`config.mk`:
```
export PLATFORM = sky130hd
export DESIGN_NAME = pipe_mux_n_flat
export DESIGN_NICKNAME = d
export VERILOG_FILES = /design/src/rtl/pipe_pkg.sv /design/src/rtl/pipe_mux_n_if.sv /design/src/rtl/pipe_skid_reg.sv /design/src/rtl/pipe_mux_n.sv /design/src/flat_wrapper.sv
export SDC_FILE = /design/constraint.sdc
export NUM_CORES = 1
export LEC_CHECK = 0
export BUFFER_PORTS_ARGS = -buffer_cell sky130_fd_sc_hd__buf_2
export CORE_MARGIN = 2
export CORE_UTILIZATION = 35
export CTS_BUF_LIST = sky130_fd_sc_hd__clkbuf_2 sky130_fd_sc_hd__clkbuf_4 sky130_fd_sc_hd__clkbuf_8
export DETAILED_ROUTE_END_ITERATION = 8
export PLACE_DENSITY = 0.73
export SYNTH_ARGS = -nofsm -noshare
export SYNTH_HDL_FRONTEND = slang
export SYNTH_SLANG_ARGS = --single-unit
```
`constraint.sdc`:
```
create_clock -name clk -period 2 [get_ports clk]
set_input_delay 0.2 -clock clk [delete_from_list [all_inputs] [get_ports clk]]
set_output_delay 0.2 -clock clk [all_outputs]
set_load 0.1 [all_outputs]
```
`src/rtl/pipe_pkg.sv`:
```
// pipe_pkg: shared pipeline-handshake types and constants for pipe_mux_n and pipe_skid_reg.
package pipe_pkg;
    localparam int NUM_IN_MIN = 2;
    localparam int NUM_IN_MAX = 16;
    typedef enum logic [1:0] {EMPTY, BUSY, FULL} state_t;
endpackage

```
`src/rtl/pipe_mux_n_if.sv`:
```
// pipe_mux_n_if: input beat, select, flush and output handshake bundle of pipe_mux_n.
interface pipe_mux_n_if #(
    parameter int DATA_SIZE = 32,
    parameter int NUM_IN    = 4
);
    localparam int SEL_W = $clog2(NUM_IN);
    logic [NUM_IN*DATA_SIZE-1:0] in_data;
    logic [SEL_W-1:0]            sel;
    logic                        in_valid;
    logic                        in_ready;
    logic                        flush;
    logic [DATA_SIZE-1:0]        out_data;
    logic                        out_sel_err;
    logic                        out_valid;
    logic                        out_ready;
    modport master (
        output in_data, sel, in_valid, flush, out_ready,
        input  in_ready, out_data, out_sel_err, out_valid
    );
    modport slave (
        input  in_data, sel, in_valid, flush, out_ready,
        output in_ready, out_data, out_sel_err, out_valid
    );
endinterface

```
`src/rtl/pipe_skid_reg.sv`:
```
// pipe_skid_reg: 2-entry (main + skid) handshake register for an {err, data} beat.
// in_ready is registered, so there is no combinational out_ready -> in_ready path.
module pipe_skid_reg
    import pipe_pkg::*;
#(
    parameter int DW = 32
) (
    input  logic          clk,
    input  logic          rst_n,
    input  logic          flush,
    input  logic          in_err,
    input  logic [DW-1:0] in_data,
    input  logic          in_valid,
    output logic          in_ready,
    output logic          out_err,
    output logic [DW-1:0] out_data,
    output logic          out_valid,
    input  logic          out_ready
);
    typedef struct packed {
        logic          err;
        logic [DW-1:0] data;
    } beat_t;
    state_t state;
    beat_t  main_q;
    beat_t  skid_q;
    beat_t  in_beat;
    logic   acc;
    assign in_beat = '{err: in_err, data: in_data};
    assign acc     = in_valid && in_ready;
    assign out_err  = main_q.err;
    assign out_data = main_q.data;
    // flush outranks both accept and completion, so it is checked before the state decode
    always_ff @(posedge clk or negedge rst_n) begin
        if (!rst_n) begin
            state     <= EMPTY;
            main_q    <= '0;
            skid_q    <= '0;
            out_valid <= 1'b0;
            in_ready  <= 1'b1;
        end else if (flush) begin
            state     <= EMPTY;
            out_valid <= 1'b0;
            in_ready  <= 1'b1;
        end else begin
            case (state)
                EMPTY: if (acc) begin
                    main_q    <= in_beat;
                    out_valid <= 1'b1;
                    state     <= BUSY;
                end
                BUSY: if (acc && !out_ready) begin
                    skid_q   <= in_beat;
                    in_ready <= 1'b0;
                    state    <= FULL;
                end else if (acc) begin
                    main_q <= in_beat;
                end else if (out_ready) begin
                    out_valid <= 1'b0;
                    state     <= EMPTY;
                end
                FULL: if (out_ready) begin
                    main_q   <= skid_q;
                    in_ready <= 1'b1;
                    state    <= BUSY;
                end
                default: begin
                    out_valid <= 1'b0;
                    in_ready  <= 1'b1;
                    state     <= EMPTY;
                end
            endcase
        end
    end
endmodule

```
`src/rtl/pipe_mux_n.sv`:
```
// pipe_mux_n: registered N-way operand select with valid/ready, flush and out-of-range select flag.
// Define PIPE_MUX_SKID_EN for the 2-entry skid buffer; otherwise a single output register is used.
module pipe_mux_n
    import pipe_pkg::*;
#(
    parameter int DATA_SIZE = 32,
    parameter int NUM_IN    = 4
) (
    input logic         clk,
    input logic         rst_n,
    pipe_mux_n_if.slave bus
);
    localparam int SEL_W = $clog2(NUM_IN);
    if (NUM_IN < NUM_IN_MIN || NUM_IN > NUM_IN_MAX) begin : g_bad_num_in
        $error("pipe_mux_n: NUM_IN out of range");
    end
    logic [DATA_SIZE-1:0] sel_data;
    logic                 sel_err;
    // an out-of-range select matches no input, leaving the data at zero
    always_comb begin
        sel_err  = int'(bus.sel) >= NUM_IN;
        sel_data = '0;
        for (int k = 0; k < NUM_IN; k++)
            sel_data = (bus.sel == SEL_W'(k)) ? bus.in_data[k*DATA_SIZE +: DATA_SIZE] : sel_data;
    end
`ifdef PIPE_MUX_SKID_EN
    pipe_skid_reg #(.DW(DATA_SIZE)) u_skid (
        .clk      (clk),
        .rst_n    (rst_n),
        .flush    (bus.flush),
        .in_err   (sel_err),
        .in_data  (sel_data),
        .in_valid (bus.in_valid),
        .in_ready (bus.in_ready),
        .out_err  (bus.out_sel_err),
        .out_data (bus.out_data),
        .out_valid(bus.out_valid),
        .out_ready(bus.out_ready)
    );
`else
    logic                 valid_q;
    logic                 err_q;
    logic [DATA_SIZE-1:0] data_q;
    assign bus.in_ready    = !valid_q || bus.out_ready;
    assign bus.out_valid   = valid_q;
    assign bus.out_sel_err = err_q;
    assign bus.out_data    = data_q;
    always_ff @(posedge clk or negedge rst_n) begin
        if (!rst_n) begin
            valid_q <= 1'b0;
            err_q   <= 1'b0;
            data_q  <= '0;
        end else if (bus.flush) begin
            valid_q <= 1'b0;
        end else if (bus.in_valid && bus.in_ready) begin
            valid_q <= 1'b1;
            err_q   <= sel_err;
            data_q  <= sel_data;
        end else if (bus.out_ready) begin
            valid_q <= 1'b0;
        end
    end
`endif
endmodule
```
`src/flat_wrapper.sv`:
```
// flat-port wrapper written by rule: the top's interface ports become plain ports
module pipe_mux_n_flat import pipe_pkg::*;
#(
    parameter int DATA_SIZE = 32,
    parameter int NUM_IN    = 4
)
  (clk, rst_n, bus_in_data, bus_sel, bus_in_valid, bus_flush, bus_out_ready, bus_in_ready, bus_out_data, bus_out_sel_err, bus_out_valid);
  pipe_mux_n_if #(.DATA_SIZE(DATA_SIZE), .NUM_IN(NUM_IN)) bus_i ();
  input logic clk;
  input logic rst_n;
  input wire logic [$bits(bus_i.in_data)-1:0] bus_in_data;
  input wire logic [$bits(bus_i.sel)-1:0] bus_sel;
  input wire logic [$bits(bus_i.in_valid)-1:0] bus_in_valid;
  input wire logic [$bits(bus_i.flush)-1:0] bus_flush;
  input wire logic [$bits(bus_i.out_ready)-1:0] bus_out_ready;
  output wire logic [$bits(bus_i.in_ready)-1:0] bus_in_ready;
  output wire logic [$bits(bus_i.out_data)-1:0] bus_out_data;
  output wire logic [$bits(bus_i.out_sel_err)-1:0] bus_out_sel_err;
  output wire logic [$bits(bus_i.out_valid)-1:0] bus_out_valid;
  assign bus_i.in_data = bus_in_data;
  assign bus_i.sel = bus_sel;
  assign bus_i.in_valid = bus_in_valid;
  assign bus_i.flush = bus_flush;
  assign bus_i.out_ready = bus_out_ready;
  assign bus_in_ready = bus_i.in_ready;
  assign bus_out_data = bus_i.out_data;
  assign bus_out_sel_err = bus_i.out_sel_err;
  assign bus_out_valid = bus_i.out_valid;
  pipe_mux_n #(.DATA_SIZE(DATA_SIZE), .NUM_IN(NUM_IN)) u_core (.clk(clk), .rst_n(rst_n), .bus(bus_i));
endmodule
```
==> impl_metrics.csv <==
group,metric,value,unit
status,status,"finished, violations left",
status,violations,"hold timing",
cts,root_buffer,"clkbuf_8",
route,drt_iter0_markers,18,
sta,period_share,77.2,%
worst_setup_path,start_kind,"flop",
global_route,grt_pass1_wl,8490,um
yosys,syn_avg_cell_area,18.9,um2
yosys,ys_ff_latch,33,
cells_and_area,fillCellCount,514,
die,io_pins,170,
die,coreArea,5960,um2
sta,slew_violations,0,
sta,slew_headroom,50.7,%
worst_setup_path,path_cells,"nor2b_1 > nor3b_4 > buf_12 > mux2_2",
worst_setup_path,slowest_stage,"dfrtp_2",
worst_setup_path,regToRegEndpoint,"u_core.bus.out_data[15]",
cells_and_area,drive_gt1_share,86.2,%
cells_and_area,antenna_cells,0,
pwr,power_density,1010,nW/um2
yosys,synth-seq-area-share,38.3,%
sta,worst_slew_pin_slew,0.739,ns
cts,clk_pin_slew,0.07,ns
yosys,synth_nets,249,
yosys,syn_inst,114,
cts,cts_hold_buf,0,
die,initial_core_util,36.2,%
worst_setup_path,worstPathMaxFanout,32,
cells_and_area,ff_latch_area,827,um2
sta,hold_viol_final,33,
cts,cts_resized,0,
place,place_inst,350,
cells_and_area,nets,417,
cts,cts_setup_buffers,0,
pwr,p_leak,1.58,nW
worst_setup_path,rr_startpoint,"u_core.bus.out_valid",
sta,fin_tns_setup,0,ns
cts,htree_levels,2,
route,post_drt_wl_per_cell,15.3,um
worst_setup_path,crit_arrival,1.71,ns
yosys,synthXorXnorAreaFrac,0,%
cts,cts_max_path_buffers,2,
worst_setup_path,slowest_delay,0.39,ns
worst_setup_path,ff2ff_path_depth,4,
worst_setup_path,required,2.16,ns
pwr,ir_worst_vdd,461,uV
yosys,synthAdderAreaFrac,0,%
pwr,total_power,3.19,mW
cts,cts_tree,"done",
sta,worst_clock_skew,0.00552,ns
sta,rsz0062_at_grt,"no",
cells_and_area,final_cells,358,
cells_and_area,area_growth,45.7,%
global_route,antenna_found_initial,0,
yosys,synthSimpleGateAreaFrac,1.22,%
min_path,hold_class,"in -> async",
worst_setup_path,ff2ff_setup_slack,0.46,ns
global_route,grt_pass1_vias,1906,
cts,clk_latency,0.28,ns
place,gp_congestion,0.763,
sta,max_freq,648,MHz
global_route,grt_use_total,16.8,%
yosys,synth.distinct_cells,13,
die,die_w,82.5,um
route,drc,0,
route,dr.pass1.iters,4,
sta,setup_ws,0.456,ns
cells_and_area,multi_input_area,1240,um2
worst_setup_path,endpoint_kind,"flop",
place,dp_hpwl,4440,um
cts,cts_buffers,5,
route,viasPerCell,4.87,
sta,fin_crit,1.54,ns
yosys,synth.area.mux_share,55.7,%
yosys,synth_warnings,0,
yosys,synth-compound-area-share,0,%
yosys,syn_area,2160,um2
global_route,grt_max_degree,34,
place,post-place-ws,0.441,ns
global_route,globalRouteOverflowTotal,0,
job,maxCapViolations,0,
cts,cts.sinks,33,
route,antenna_left,0,
sta,worst_hold_slack,-0.0204,ns
route,drt_wl_total,5470,um
route,vias,1743,
die,die_height,82.5,um
worst_setup_path,crit_type,"reg -> reg",
sta,setup_viol,0,
place,port_buffers,168,
yosys,synth_top_family_by_area,"multiplexers",
die,die_area,6810,um2
die,fp-row-count,28,
cells in the mapped netlist, drive strengths merged:
master | number | area [um2]
buf | 8 | 86.3
nor2b | 1 | 6.26
mux4 | 32 | 728
nor3b | 1 | 12.5
inv | 1 | 3.75
mux2 | 32 | 473
dfrtp | 33 | 826
nor2 | 2 | 7.51
conb | 1 | 3.75
clkbuf | 3 | 11.3
kinds of logic after synthesis:
logic type | after synthesis
flops | 33
simple gates | 4
buf+inv | 12
other cells | 1
mux | 64
stage by stage:
stage	util (%)	cell area, um2
4_1_cts	52.8	3140
2_1_floorplan	-	2160
5_1_grt	52.8	3140
3_3_place_gp	51.3	3060
6_report	52.8	3140
3_5_place_dp	51.3	3060
final cells by class:
cell class / instances / area share (%)
Clock buffer: 6 / 2.43
Clock inverter: 2 / 0.318
Inverter: 1 / 0.119
Multi-Input combinational cell: 69 / 39.4
Sequential cell: 33 / 26.3
Tap cell: 75 / 2.98
Timing Repair Buffer: 172 / 28.5
metal layers:
layer | vias to the layer above | track usage, % | share of wire, %
li1 | 800 | - | -
met1 | 844 | 19.3 | 37
met2 | 91 | 30.1 | 54
met3 | 8 | 3.37 | 7.3
met4 | 0 | 7.21 | 1.5
met5 | - | 0 | 0
how the worst max path moves through the flow:
stage	startpoint	end	cells after the start
3_3_place_gp	bus_sel[0]	u_core.bus.out_data[15]	4
2_1_floorplan	u_core.bus.out_valid	u_core.bus.out_data[0]	4
6_report	u_core.bus.out_valid	u_core.bus.out_data[15]	4
5_1_grt	u_core.bus.out_valid	u_core.bus.out_data[15]	4
3_5_place_dp	bus_sel[0]	u_core.bus.out_data[11]	4
4_1_cts	u_core.bus.out_valid	u_core.bus.out_data[15]	4
sequential cells by signal (all words and copies together) (netlist names):
signal                count
u_core.bus.out_data      32
u_core.bus.out_valid      1
worst max-delay path: cells and delay by family, from the launching register on:
| family | cells | cell delay (ns) |
|---|---|---|
| and+or+nand+nor | 2 | 0.39 |
| buffers and inverters | 1 | 0.28 |
| muxes | 1 | 0.36 |
| DFF | 1 | 0.39 |
layout by cell type, fill, tap and decap left out:
master	synthesis	final
nor2b_1	1	1
dfrtp_2	0	1
nor2_1	2	2
nor3b_4	0	1
clkinv_2	0	2
mux2_4	30	30
buf_2	0	168
mux4_1	2	2
mux4_2	30	30
clkbuf_8	0	5
clkbuf_4	0	1
mux2_2	2	2
inv_1	1	1
dfrtp_1	33	32
conb_1	1	1
buf_4	1	2
buf_12	0	2
power breakdown:
part | internal (mW) | total, mW | switching (mW)
sequential | 0.812 | 0.891 | 0.0795
clock | 0.255 | 0.497 | 0.242
combinational | 0.487 | 1.80 | 1.31
total | 1.55 | 3.19 | 1.64
(Power assumes the default switching activity.)
